==> src/rtl/adder_chunked_seq_if.sv <==
// Request/response bundle for the chunked adder: operands and start in,
// busy/done handshake plus result, carry and signed overflow out.
interface adder_chunked_seq_if #(
    parameter int WIDTH = 16
);
    logic             start;
    logic             op;
    logic [WIDTH-1:0] a;
    logic [WIDTH-1:0] b;
    logic             carryin;
    logic             busy;
    logic             done;
    logic [WIDTH-1:0] sum;
    logic             carryout;
    logic             overflow;

    modport master (
        output start, op, a, b, carryin,
        input  busy, done, sum, carryout, overflow
    );

    modport slave (
        input  start, op, a, b, carryin,
        output busy, done, sum, carryout, overflow
    );
endinterface

==> src/rtl/adder_chunked_seq.sv <==
// Multi-cycle adder/subtractor: one CHUNK-bit ripple slice walks the operands
// LSB-first, with the inter-chunk carry held in a register.
module adder_chunked_seq #(
    parameter int WIDTH = 16,
    parameter int CHUNK = 4
) (
    input  logic                clk,
    input  logic                rst_n,
    adder_chunked_seq_if.slave  bus
);
    localparam int NCH = WIDTH / CHUNK;
    localparam int IW  = (NCH > 1) ? $clog2(NCH) : 1;
    localparam logic [IW-1:0] LAST_IDX = IW'(NCH - 1);

    typedef enum logic [0:0] {
        ST_IDLE = 1'b0,
        ST_RUN  = 1'b1
    } state_e;

    state_e           state_q;
    logic [IW-1:0]    idx_q;
    logic             carry_q;
    logic [WIDTH-1:0] a_q;
    logic [WIDTH-1:0] b_q;
    logic [WIDTH-1:0] sum_q;
    logic             busy_q;
    logic             done_q;
    logic             carryout_q;
    logic             overflow_q;

    logic [CHUNK-1:0] a_chunk_s;
    logic [CHUNK-1:0] b_chunk_s;
    logic [CHUNK:0]   chunk_res_s;
    logic             chunk_cout_s;
    logic             msb_cin_s;
    logic [WIDTH-1:0] sum_d;

    function automatic logic [CHUNK:0] chunk_add(
        input logic [CHUNK-1:0] x,
        input logic [CHUNK-1:0] y,
        input logic             cin
    );
        return {1'b0, x} + {1'b0, y} + {{CHUNK{1'b0}}, cin};
    endfunction

    // Ripple slice for the current chunk; the MSB carry-in is recovered from the
    // slice's own sum bit so overflow does not depend on the registered carry.
    always_comb begin
        a_chunk_s    = a_q[idx_q*CHUNK +: CHUNK];
        b_chunk_s    = b_q[idx_q*CHUNK +: CHUNK];
        chunk_res_s  = chunk_add(a_chunk_s, b_chunk_s, carry_q);
        chunk_cout_s = chunk_res_s[CHUNK];
        msb_cin_s    = a_chunk_s[CHUNK-1] ^ b_chunk_s[CHUNK-1] ^ chunk_res_s[CHUNK-1];
        sum_d        = sum_q;
        sum_d[idx_q*CHUNK +: CHUNK] = chunk_res_s[CHUNK-1:0];
    end

    // Control FSM and datapath registers; every output comes straight from a flop.
    always_ff @(posedge clk) begin
        if (!rst_n) begin
            state_q    <= ST_IDLE;
            idx_q      <= '0;
            carry_q    <= 1'b0;
            a_q        <= '0;
            b_q        <= '0;
            sum_q      <= '0;
            busy_q     <= 1'b0;
            done_q     <= 1'b0;
            carryout_q <= 1'b0;
            overflow_q <= 1'b0;
        end else begin
            case (state_q)
                ST_IDLE: begin
                    done_q <= 1'b0;
                    if (bus.start) begin
                        a_q     <= bus.a;
                        b_q     <= bus.op ? ~bus.b : bus.b;
                        carry_q <= bus.carryin ^ bus.op;
                        idx_q   <= '0;
                        busy_q  <= 1'b1;
                        state_q <= ST_RUN;
                    end else begin
                        state_q <= ST_IDLE;
                    end
                end
                ST_RUN: begin
                    sum_q   <= sum_d;
                    carry_q <= chunk_cout_s;
                    if (idx_q == LAST_IDX) begin
                        idx_q      <= '0;
                        carryout_q <= chunk_cout_s;
                        overflow_q <= msb_cin_s ^ chunk_cout_s;
                        busy_q     <= 1'b0;
                        done_q     <= 1'b1;
                        state_q    <= ST_IDLE;
                    end else begin
                        idx_q <= idx_q + IW'(1);
                    end
                end
                default: begin
                    state_q <= ST_IDLE;
                    busy_q  <= 1'b0;
                    done_q  <= 1'b0;
                end
            endcase
        end
    end

    assign bus.busy     = busy_q;
    assign bus.done     = done_q;
    assign bus.sum      = sum_q;
    assign bus.carryout = carryout_q;
    assign bus.overflow = overflow_q;
endmodule

==> src/flat_wrapper.sv <==
// flat-port wrapper written by rule: the top's interface ports become plain ports
module adder_chunked_seq_flat 
#(
    parameter int WIDTH = 16,
    parameter int CHUNK = 4
)
  (clk, rst_n, bus_start, bus_op, bus_a, bus_b, bus_carryin, bus_busy, bus_done, bus_sum, bus_carryout, bus_overflow);
  adder_chunked_seq_if #(.WIDTH(WIDTH)) bus_i ();
  input  logic clk;
  input  logic rst_n;
  input wire logic [$bits(bus_i.start)-1:0] bus_start;
  input wire logic [$bits(bus_i.op)-1:0] bus_op;
  input wire logic [$bits(bus_i.a)-1:0] bus_a;
  input wire logic [$bits(bus_i.b)-1:0] bus_b;
  input wire logic [$bits(bus_i.carryin)-1:0] bus_carryin;
  output wire logic [$bits(bus_i.busy)-1:0] bus_busy;
  output wire logic [$bits(bus_i.done)-1:0] bus_done;
  output wire logic [$bits(bus_i.sum)-1:0] bus_sum;
  output wire logic [$bits(bus_i.carryout)-1:0] bus_carryout;
  output wire logic [$bits(bus_i.overflow)-1:0] bus_overflow;
  assign bus_i.start = bus_start;
  assign bus_i.op = bus_op;
  assign bus_i.a = bus_a;
  assign bus_i.b = bus_b;
  assign bus_i.carryin = bus_carryin;
  assign bus_busy = bus_i.busy;
  assign bus_done = bus_i.done;
  assign bus_sum = bus_i.sum;
  assign bus_carryout = bus_i.carryout;
  assign bus_overflow = bus_i.overflow;
  adder_chunked_seq #(.WIDTH(WIDTH), .CHUNK(CHUNK)) u_core (.clk(clk), .rst_n(rst_n), .bus(bus_i));
endmodule
==> config.mk <==
export PLATFORM = sky130hd
export DESIGN_NAME = adder_chunked_seq_flat
export DESIGN_NICKNAME = d
export VERILOG_FILES = /design/src/rtl/adder_chunked_seq_if.sv /design/src/rtl/adder_chunked_seq.sv /design/src/flat_wrapper.sv
export SDC_FILE = /design/constraint.sdc
export NUM_CORES = 1
export LEC_CHECK = 0
export ABC_AREA = 0
export BUFFER_PORTS_ARGS = -buffer_cell sky130_fd_sc_hd__buf_2
export CAP_MARGIN = 15
export CELL_PAD_IN_SITES_DETAIL_PLACEMENT = 1
export CELL_PAD_IN_SITES_GLOBAL_PLACEMENT = 1
export CORE_MARGIN = 2
export CORE_UTILIZATION = 41
export CTS_CLUSTER_DIAMETER = 200
export CTS_CLUSTER_SIZE = 8
export DETAILED_ROUTE_END_ITERATION = 8
export GPL_ROUTABILITY_DRIVEN = 0
export PLACE_DENSITY = 0.9
export RECOVER_POWER = 100
export SLEW_MARGIN = 25
export SYNTH_ARGS = -nofsm -noshare
export SYNTH_HDL_FRONTEND = slang
export SYNTH_SLANG_ARGS = --single-unit
==> constraint.sdc <==
create_clock -name clk -period 3.2 [get_ports clk]
set_clock_uncertainty 0.1 [all_clocks]
set_input_delay 0.32 -clock clk [delete_from_list [all_inputs] [get_ports clk]]
set_output_delay 0.32 -clock clk [all_outputs]
set_load 0.01 [all_outputs]
==> Word-level counts from Yosys, hierarchy flattened <==
Cells that the tools add are included.
{ "word_totals": {"register_bits": 56, "latchBits": 0, "mem_bits_rw": 0, "rom_bits": 0, "inputBits": 37, "out_inout_bits": 20, "word_cells": 45, "memories": 0} }
{ "op_classes": {"add_sub_neg": 4, "n_mul": 0, "div_mod_pow": 0, "magnitude_cmp": 0, "n_eq_ne": 3, "shift": 4, "muxes": 15, "bitwise_logic": 6, "n_reduce_logical": 3} }
{ "ops": {"columns": ["op", "n"], "rows": [
  ["$neg 4->34", 1],
  ["$shift 4x34->16 const A", 1],
  ["$shiftx 4x34->16", 1],
  ["$shiftx 16x5->4", 2],
  ["$bwmux 16", 1],
  ["$mux 16", 1],
  ["$not 16->16", 1],
  ["$pmux 1 s2", 4],
  ["$mux 1", 6],
  ["$reduce_and 2->1", 3],
  ["$add 4x4->5", 1],
  ["$add 5x1->5", 1],
  ["$mux 2", 2],
  ["$ne 2x2->1 const B", 2],
  ["$pmux 2 s2", 1],
  ["$xor 1x1->1", 4],
  ["$add 2x1->2 const B", 1],
  ["$eq 2x2->1 const B", 1],
  ["$not 1->1", 1]
]} }

==> Longest topological paths before layout <==
Gate-level depths: netlist of run 1.
{ "logic_depth": {"word_depth": 5, "mapped_depth": 8, "ltp_nobuf": 7} }

==> Worst setup path after synthesis of run 1 <==
No wires, ideal clock.
{ "synth_timing": {"path_type": "flip-flop to flip-flop", "start": "reg u_core.idx_q[0]", "end": "reg u_core.overflow_q (netlist: u_core.bus.overflow)", "setup_ps": 91, "arrival_time_ps": 2684, "required_ps": 3009, "path_slack_ps": 325, "path_stages_with_launch": 9, "n_path_buf": 1, "period_less_slack_ps": 2875, "path_cell_list": "dfxtp_1 buf_6 mux4_2 fa_1 fa_1 a21o_1 a21oi_2 xnor2_1 a311oi_1"} }
{ "synth_between": {"elab_chain_len": 5, "elab_cells_between_ends": 9, "cone_classes": "2 x add/sub; 1 x eq/ne; 2 x shift; 3 x bitwise; 1 x reduce/logical"} }
{ "synth_rtl": {"columns": ["element", "line_no", "source"], "rows": [
  ["from (decl)", "adder_chunked_seq.sv:21", "logic [IW-1:0] idx_q;"],
  ["from (signal assigned)", "adder_chunked_seq.sv:97", "idx_q <= idx_q + IW'(1);"],
  ["$shiftx 16x5->4, on equally long branches", "adder_chunked_seq.sv:49, adder_chunked_seq.sv:50", null],
  ["$add 4x4->5", "adder_chunked_seq.sv:43", "return {1'b0, x} + {1'b0, y} + {{CHUNK{1'b0}}, cin};"],
  ["$add 5x1->5", "adder_chunked_seq.sv:43", null],
  ["$xor 1x1->1", "adder_chunked_seq.sv:53", "msb_cin_s = a_chunk_s[CHUNK-1] ^ b_chunk_s[CHUNK-1] ^ chunk_res_s[CHUNK-1];"],
  ["$xor 1x1->1", "adder_chunked_seq.sv:92", "overflow_q <= msb_cin_s ^ chunk_cout_s;"],
  ["to (signal assigned)", "adder_chunked_seq.sv:92", null],
  ["to (decl)", "adder_chunked_seq.sv:29", "logic overflow_q;"]
]} }
Parallel ways exist; a longest one is shown, timed or not.
A chain may end at the register's enable or synchronous reset.

==> Worst setup path after layout of run 1 <==
Same ends and word-level chain as after synthesis.

==> results of run 1 <==
## cells in the final DEF, fill, tap and decap left out, types with 2 or more instances in the layout
| cell type | netlist | final |
|---|---|---|
| sky130_fd_sc_hd__a211oi_2 | 10 | 7 |
| sky130_fd_sc_hd__inv_1 | 2 | 2 |
| sky130_fd_sc_hd__and4_1 | 2 | 2 |
| sky130_fd_sc_hd__nand2b_1 | 3 | 3 |
| sky130_fd_sc_hd__clkbuf_1 | 3 | 24 |
| sky130_fd_sc_hd__buf_4 | 4 | 3 |
| sky130_fd_sc_hd__mux4_2 | 7 | 7 |
| sky130_fd_sc_hd__xnor2_1 | 18 | 18 |
| sky130_fd_sc_hd__a211oi_1 | 6 | 9 |
| sky130_fd_sc_hd__nor2_1 | 34 | 34 |
| sky130_fd_sc_hd__buf_2 | 9 | 36 |
| sky130_fd_sc_hd__a311oi_1 | 2 | 2 |
| sky130_fd_sc_hd__dfxtp_1 | 56 | 56 |
| sky130_fd_sc_hd__nand2_1 | 40 | 40 |
| sky130_fd_sc_hd__o21ai_0 | 0 | 3 |
| sky130_fd_sc_hd__nand3_1 | 4 | 4 |
| sky130_fd_sc_hd__a21oi_1 | 23 | 25 |
| sky130_fd_sc_hd__a21o_1 | 2 | 2 |
| sky130_fd_sc_hd__xor2_1 | 2 | 2 |
| sky130_fd_sc_hd__clkbuf_8 | 0 | 5 |
| sky130_fd_sc_hd__fa_1 | 2 | 2 |
| sky130_fd_sc_hd__ha_1 | 9 | 9 |
| sky130_fd_sc_hd__a22oi_1 | 12 | 12 |
## state kept, by name, indices dropped and copies added, names as in the netlist
register	count
u_core.carry_q	1
u_core.bus.done	1
u_core.state_q	1
u_core.b_q	16
u_core.bus.sum	16
u_core.bus.carryout	1
u_core.idx_q	2
u_core.a_q	16
u_core.bus.busy	1
u_core.bus.overflow	1
## cell type report
cell class                      instances  area [sq um]  share of cell area
Clock buffer                            6          72.6              0.0247
Clock inverter                          1          5.00             0.00171
Inverter                                3          11.3             0.00384
Multi-Input combinational cell        191          1340               0.456
Sequential cell                        56          1120               0.382
Tap cell                               77          96.3              0.0328
Timing Repair Buffer                   62           289              0.0985
## worst max-delay path, stage by stage (launching register included)
cell	delay [ns]
sky130_fd_sc_hd__dfxtp_1	0.43
sky130_fd_sc_hd__mux4_2	0.54
sky130_fd_sc_hd__fa_1	0.45
sky130_fd_sc_hd__fa_1	0.42
sky130_fd_sc_hd__a21o_1	0.20
sky130_fd_sc_hd__a21oi_1	0.26
sky130_fd_sc_hd__xnor2_1	0.11
sky130_fd_sc_hd__a311oi_1	0.27
## path summary, 6_finish.rpt
path                         from                  end  slack (ns)  depth (start not counted)
setup / recovery  u_core.idx_q[0]  u_core.bus.overflow        0.32                          7
hold / removal          bus_a[15]       u_core.a_q[15]        0.14                          3
setup reg to reg  u_core.idx_q[0]  u_core.bus.overflow        0.32                          7
hold reg to reg    u_core.a_q[11]       u_core.a_q[11]        0.36                          2
## metal layers
metal,global-route usage,vias up
met5,0,-
met4,0.0645,0
met3,0.0435,9
met2,0.350,47
met1,0.210,1037
li1,-,1030
## report_power, final
group	leakage (nW)	switching, mW	internal [mW]	total [mW]
registers	0.459	0.0298	0.735	0.765
logic	0.642	0.140	0.104	0.244
clock network	0.0410	0.215	0.149	0.364
total	1.14	0.385	0.989	1.37
## cells by family (layout without fill, tap and decap cells)
logic type                 count (synthesis)  in the layout
buffers and inverters                     22             72
DFF                                       56             56
AOI/OAI and AO/OA                         63             63
adders and majority gates                 11             11
xor gates and xnor gates                  20             20
muxes                                      8              8
and+or+nand+nor                           89             89
==> results.toml, run 1 <==
[power]
fin_total_pwr_mw = 1.37
p_leak_nw = 1.14
power_density_nw_per_um2 = 468
irDropWorstVdd_mv = 0.219

[timing]
setup_viol = 0
grt_setup_unrepaired = "false"
report.final.hold_viol_count = 0
max_slew_margin = 0.503
drv_slew = 0
tightest_slew_ns = 0.736
fin_ws_ns = 0.324
max_clock_freq_mhz = 348
final_min_period_over_clock_period = 0.899
finalCriticalPeriod_ns = 2.88
setup-tns-final_ns = 0
timing.hold.ws_ns = 0.144

[cts]
hold_buffers = 0
cts.path.max_buffers = 2
clk_transition_reported_paths_ns = 0.10
cts_repair_resize_count = 0
cts.htree.levels = 2
cts_made_buffers = 5
root_buffer = "sky130_fd_sc_hd__clkbuf_8"
clock_tree_from_tritoncts = "yes"
clock_sinks = 56
clock_latency_ns = 0.31
cts_setup_buffers = 0

[synthesis]
synth-compound-area-share = 0.177
synth-async-reset-ratio = 0
synth-edff-count = 0
postSynth.topFlopCell = "sky130_fd_sc_hd__dfxtp_1"
synth.mux.area_fraction = 0.0702
yosysUniqueCellTypes = 35
postSynthRegisterBits = 56
seq_area_frac_synth = 0.428
synth-xor-area-share = 0.0669
largest_cells_by_area_after_synthesis = "sky130_fd_sc_hd__dfxtp_1 43%, sky130_fd_sc_hd__mux4_2 6.0%, sky130_fd_sc_hd__xnor2_1 6.0%, sky130_fd_sc_hd__nand2_1 5.7%, sky130_fd_sc_hd__nor2_1 4.9%"
yosys_warnings = 0
netlist_top_cells_count = "56 x sky130_fd_sc_hd__dfxtp_1, 40 x sky130_fd_sc_hd__nand2_1, 34 x sky130_fd_sc_hd__nor2_1, 23 x sky130_fd_sc_hd__a21oi_1, 18 x sky130_fd_sc_hd__xnor2_1"
post_synth.cell_area_avg_sq_um = 9.74
yosys.area_share.simple = 0.151
yosysMostFrequentCell = "sky130_fd_sc_hd__dfxtp_1"
mappedNetlistArea_sq_um = 2620
synth_nets = 317
netlist_instances = 269
synth_top_area_share = 0.428
combinational_family_with_the_most_area_after_synthesis = "compound AO/OA/AOI/OAI gates"
synth_fa_ha_area_frac = 0.0583
post-synth-top-area-cell = "sky130_fd_sc_hd__dfxtp_1"

[critical_path]
crit_arrival_ns = 2.98
max_fo_critical_path = 4
critical_path_required_ns = 3.30
crit_path_start_kind = "register"
worstSetupPathType = "reg2reg"
critPathCaptureType = "register"

[drt]
post-route-drc-count = 0
top_layer_used = "met4"
drtIter0Drc = 129
routedLengthMet1_um = 2630
drt-vias-per-instance = 5.36
antenna_violating_nets_post_route = 0
wl_per_cell_um = 16.0
drt_pass1_iterations = 5
post_detailed_routing_wire_length_um = 6340
dr_wl_met3_um = 289
detailroute.via_count = 2123
met2_length_um = 3330

[final_layout]
area_growth_syn_to_layout_pct = 12.0
n_antenna_cell = 0
util_after_layout = 0.467
fillers = 755
drive_above_1_share = 0.191
stdcell_area_sq_um = 2930
final_instance_count_without_filler_cells = 396
nNetsFinal = 367

[floorplanning]
core_area_sq_um = 6280
io-pin-count = 57
core.rowCount = 29
full_die_area_sq_um = 7040
initial_core_util = 0.417
chipHeight_um = 83.9
die-width_um = 83.9

[global_routing]
first_global_vias = 2268
grt_overflow_total = 0
grt_antenna_before_repair = 0
maximum_number_of_pins_on_one_net_before_global_route_repair = 35
grt_first_pass_wirelength_um = 10600
grt.total_usage = 0.189

[placement]
post_dp_cell_area_sq_um = 2930
place_hpwl_um = 4790
place.port_buffers = 56
placement.setup.worst_slack_ns = 0.428
placedCellCount = 389

[outcome]
run_status = "completed"

[run]
drv_cap = 0

[worst_hold_path]
hold_class = "in2reg"
Power figures use the tool's default switching activity.
==> run 2, diff against run 1 <==
--- a/config.mk
+++ b/config.mk
@@ -18,7 +18,8 @@
 export GPL_ROUTABILITY_DRIVEN = 0
 export PLACE_DENSITY = 0.9
 export RECOVER_POWER = 100
-export SLEW_MARGIN = 25
+export REMOVE_ABC_BUFFERS = 1
+export SLEW_MARGIN = 20
 export SYNTH_ARGS = -nofsm -noshare
 export SYNTH_HDL_FRONTEND = slang
 export SYNTH_SLANG_ARGS = --single-unit
==> results.toml, run 2 (synthesized netlist as in run 1, its figures left out) <==
[final_layout]
area_growth_syn_to_layout_pct = 12.0
area_of_the_multi_input_gates_sq_um = 1330
highest_count_cells_in_the_layout_ignoring_fill_and_taps = "56 x sky130_fd_sc_hd__dfxtp_1, 40 x sky130_fd_sc_hd__nand2_1, 36 x sky130_fd_sc_hd__buf_2"
fillers = 757
seqCellArea_sq_um = 1120
nNetsFinal = 366
n_antenna_cell = 0
layout_commonest_cell = "sky130_fd_sc_hd__dfxtp_1"
drive_above_1_share = 0.191

[cts]
clock_latency_ns = 0.30
cts_setup_buffers = 0
root_buffer = "sky130_fd_sc_hd__clkbuf_8"
cts_repair_resize_count = 0
cts.htree.levels = 2
cts.path.max_buffers = 2
hold_buffers = 0
cts_made_buffers = 5
clock_sinks = 56
clock_tree_from_tritoncts = "yes"
clk_transition_reported_paths_ns = 0.10

[critical_path]
crit_path_start_kind = "register"
critical_path_cell_count = 7
worstSetupPathType = "reg2reg"
critical_path_s_slowest_cell = "sky130_fd_sc_hd__mux4_2"
crit_arrival_ns = 2.97
path_buf_inv = 1
reg2reg_from = "u_core.idx_q[0]"
worst_path_largest_cell_delay_ns = 0.58
crit_chain = "clkbuf_2 -> mux4_2 -> ha_1 -> a21o_1 -> a21oi_1 -> xor2_1 -> o21ai_0"
crit_path_start = "u_core.idx_q[0]"
critPathCaptureType = "register"
timing.reg2reg.worst_path_depth = 7
timing.critical_path.max_delay_family = "multiplexers"
max_fo_critical_path = 11
critical_path_required_ns = 3.29

[floorplanning]
chipHeight_um = 83.9
core_area_sq_um = 6280
initial_core_util = 0.417
io-pin-count = 57
core.rowCount = 29
full_die_area_sq_um = 7040
die-width_um = 83.9

[timing]
fin_ws_ns = 0.313
grt_setup_unrepaired = "false"
finalCriticalPeriod_ns = 2.89
drv_slew = 0
max_slew_margin = 0.208
final_min_period_over_clock_period = 0.902
tightest_slew_ns = 1.18
setup_viol = 0
setup-tns-final_ns = 0
max_clock_freq_mhz = 346
report.final.hold_viol_count = 0

[power]
fin_total_pwr_mw = 1.40
irDropWorstVdd_mv = 0.194
power_density_nw_per_um2 = 477
p_leak_nw = 1.13

[drt]
antenna_violating_nets_post_route = 0
post-route-drc-count = 0
wl_per_cell_um = 14.7
post_detailed_routing_wire_length_um = 5810
drt-vias-per-instance = 5.24
drtIter0Drc = 52
drt_pass1_iterations = 4
detailroute.via_count = 2074

[worst_hold_path]
holdCritStartpoint = "bus_a[6]"
timing.hold.worst_path_depth = 3
hold_class = "in2reg"

[placement]
place.port_buffers = 56
placement.setup.worst_slack_ns = 0.348
place_hpwl_um = 4390

[outcome]
run_status = "completed"

[global_routing]
grt_overflow_total = 0
maximum_number_of_pins_on_one_net_before_global_route_repair = 34
grt.total_usage = 0.171
grt_first_pass_wirelength_um = 9760
first_global_vias = 2157
grt_antenna_before_repair = 0

[run]
drv_cap = 0
-- run 2: cell type report --
| cell class | instances | area share |
|---|---|---|
| clock buffer | 7 | 0.0294 |
| clock inverter | 1 | 0.00256 |
| inverter | 3 | 0.00384 |
| multi-input combinational | 191 | 0.454 |
| sequential | 56 | 0.382 |
| tap | 77 | 0.0328 |
| timing repair buffer | 61 | 0.0951 |
-- run 2: path summary, 6_finish.rpt --
kind,end,slack (ns)
max,u_core.bus.sum[15],0.31
min,u_core.a_q[6],0.15
min reg2reg,u_core.a_q[15],0.36
max reg2reg,u_core.bus.sum[15],0.31
-- run 2: power by group --
group	internal, mW	switching [mW]	leakage (nW)	total, mW
Sequential	0.735	0.0288	0.459	0.764
Clock	0.176	0.220	0.0445	0.397
Combinational	0.102	0.136	0.631	0.238
-- run 2: layer usage --
metal / GRT usage / wire (um) / vias to the layer above
met2: 0.305 / 2980 / 37
li1: - / - / 1032
met3: 0.0317 / 194 / 8
met4: 0.0528 / 68 / 0
met5: 0 / 0 / -
met1: 0.207 / 2570 / 997
-- run 2: tightest hold or removal path: cells and delay by family --
kind	cells	cell delay [ns]
buffers and inverters	1	0.10
AND/OR/NAND/NOR	1	0.05
AO/OA/AOI/OAI	1	0.05
-- run 2: stage by stage --
step                cells  utilization  hold slack (ns)  instance area, sq um
CTS                   396        0.480            0.143                  3020
global placement      388        0.465            0.341                  2920
detailed placement    388        0.465            0.347                  2920
finish                396        0.467            0.150                  2930
global route          396        0.467            0.142                  2930
floorplan             250            -            0.332                  2500
==> run 3, diff against run 2 <==
--- a/config.mk
+++ b/config.mk
@@ -16,10 +16,10 @@
 export CTS_CLUSTER_SIZE = 8
 export DETAILED_ROUTE_END_ITERATION = 8
 export GPL_ROUTABILITY_DRIVEN = 0
-export PLACE_DENSITY = 0.9
+export PLACE_DENSITY = 0.86
 export RECOVER_POWER = 100
 export REMOVE_ABC_BUFFERS = 1
-export SLEW_MARGIN = 20
 export SYNTH_ARGS = -nofsm -noshare
 export SYNTH_HDL_FRONTEND = slang
 export SYNTH_SLANG_ARGS = --single-unit
+export TNS_END_PERCENT = 30
==> results.toml, run 3 (synthesized netlist as in run 1, its figures left out) <==
[worst_hold_path]
hold_class = "in2reg"

[global_routing]
maximum_number_of_pins_on_one_net_before_global_route_repair = 42
grt_first_pass_wirelength_um = 10200
first_global_vias = 2118
grt_antenna_before_repair = 0
grt.total_usage = 0.180
grt_overflow_total = 0

[power]
net-switching-power_mw = 0.402
p_leak_nw = 1.17
internal_power_mw = 1.15
power.switching_fraction = 0.259
clkPwrFrac = 0.350
power.combinational.fraction = 0.158
power_density_nw_per_um2 = 519
irDropWorstVdd_mv = 0.236
power.share.sequential = 0.493

[placement]
place.port_buffers = 56
post_dp_cell_area_sq_um = 2910
place_hpwl_um = 4310

[critical_path]
rrSetupSlack_ns = 0.27
crit_path_start = "u_core.idx_q[0]"
reg2reg_from = "u_core.idx_q[0]"
crit_arrival_ns = 3.06
timing.reg2reg.worst_path_depth = 7
critPathCaptureType = "register"
crit_path_start_kind = "register"
worstReg2RegEnd = "u_core.bus.overflow"
critical_path_required_ns = 3.33
worstSetupPathType = "reg2reg"
max_fo_critical_path = 5
critical_path.endpoint = "u_core.bus.overflow"

[run]
drv_cap = 0

[drt]
post_detailed_routing_wire_length_um = 6200
drt-vias-per-instance = 5.28
antenna_violating_nets_post_route = 0
drt_pass1_iterations = 4
drtIter0Drc = 66
post-route-drc-count = 0
wl_per_cell_um = 15.7
detailroute.via_count = 2082

[cts]
cts.htree.levels = 2
clock_sinks = 56
cts_made_buffers = 5
clock_latency_ns = 0.32
clk_transition_reported_paths_ns = 0.09
cts.path.max_buffers = 2
cts_repair_resize_count = 0
hold_buffers = 0
clock_tree_from_tritoncts = "yes"
root_buffer = "sky130_fd_sc_hd__clkbuf_8"
cts_setup_buffers = 0

[timing]
report.final.hold_viol_count = 0
setup-tns-final_ns = 0
drv_slew = 0
max_clock_freq_mhz = 342
max_slew_margin = 0.449
tightest_slew_ns = 0.827
grt_setup_unrepaired = "false"
final_min_period_over_clock_period = 0.915
finalCriticalPeriod_ns = 2.93
setup_viol = 0

[floorplanning]
io-pin-count = 57
die-width_um = 83.9
core.rowCount = 29
full_die_area_sq_um = 7040
initial_core_util = 0.417
chipHeight_um = 83.9
core_area_sq_um = 6280

[final_layout]
highest_count_cells_in_the_layout_ignoring_fill_and_taps = "56 x sky130_fd_sc_hd__dfxtp_1, 40 x sky130_fd_sc_hd__nand2_1, 36 x sky130_fd_sc_hd__buf_2"
util_after_layout = 0.476
stdcell_area_sq_um = 2990
area_growth_syn_to_layout_pct = 14.2
nNetsFinal = 365
fillers = 761
n_antenna_cell = 0
drive_above_1_share = 0.202
layout_commonest_cell = "sky130_fd_sc_hd__dfxtp_1"

[outcome]
run_status = "completed"
==> run 3: cell type report <==
class,instances,area [sq um],area share
clock buffers,5,68.8,0.0230
repair buffers,60,283,0.0946
flip-flops and latches,56,1120,0.375
well taps,77,96.3,0.0322
clock inverters,2,60.1,0.0201
multi-input cells,191,1350,0.451
inverters,3,11.3,0.00377
==> run 3: worst min-delay path by stage <==
stage               cells after the start           start             end  slack (ns)
CTS                                     3       bus_a[14]  u_core.a_q[14]        0.14
finish                                  3       bus_a[13]  u_core.a_q[13]        0.14
detailed placement                      2   u_core.a_q[2]   u_core.a_q[2]        0.35
global placement                        2  u_core.a_q[11]  u_core.a_q[11]        0.34
floorplan                               2   u_core.a_q[7]   u_core.a_q[7]        0.33
global route                            3       bus_a[13]  u_core.a_q[13]        0.14
==> run 3: stage by stage <==
| stage | hold slack (ns) | instances | power [mW] | setup WS [ns] |
|---|---|---|---|---|
| final | 0.144 | 394 | 1.55 | 0.273 |
| after global routing | 0.139 | 394 | 1.61 | 0.101 |
| after CTS | 0.142 | 394 | 1.57 | 0.334 |
| after detailed placement | 0.348 | 387 | 1.03 | 0.410 |
| after global placement | 0.338 | 387 | 1.02 | 0.491 |
| after floorplan | 0.332 | 250 | 0.938 | 0.153 |
==> run 3: routing by layer <==
layer,wire (um),up-vias,GRT usage
li1,-,1029,-
met1,2590,998,0.217
met2,3260,44,0.324
met3,245,11,0.0287
met4,106,0,0.0630
met5,0,-,0
==> run 3: critical path: stages, from the launching register on <==
cell and delay (ns):
sky130_fd_sc_hd__dfxtp_1 0.48, sky130_fd_sc_hd__mux4_2 0.56, sky130_fd_sc_hd__fa_1 0.44, sky130_fd_sc_hd__fa_1 0.43, sky130_fd_sc_hd__a21o_1 0.21, sky130_fd_sc_hd__a21oi_1 0.26
sky130_fd_sc_hd__xnor2_1 0.11, sky130_fd_sc_hd__a311oi_1 0.25
==> run 3: power by group through the flow <==
stage | Combinational (mW) | Sequential (mW) | Clock (mW)
4_1_cts | 0.255 | 0.765 | 0.545
3_3_place_gp | 0.243 | 0.778 | 0
2_1_floorplan | 0.162 | 0.776 | 0
5_1_grt | 0.270 | 0.769 | 0.572
3_5_place_dp | 0.252 | 0.779 | 0
6_report | 0.244 | 0.764 | 0.542
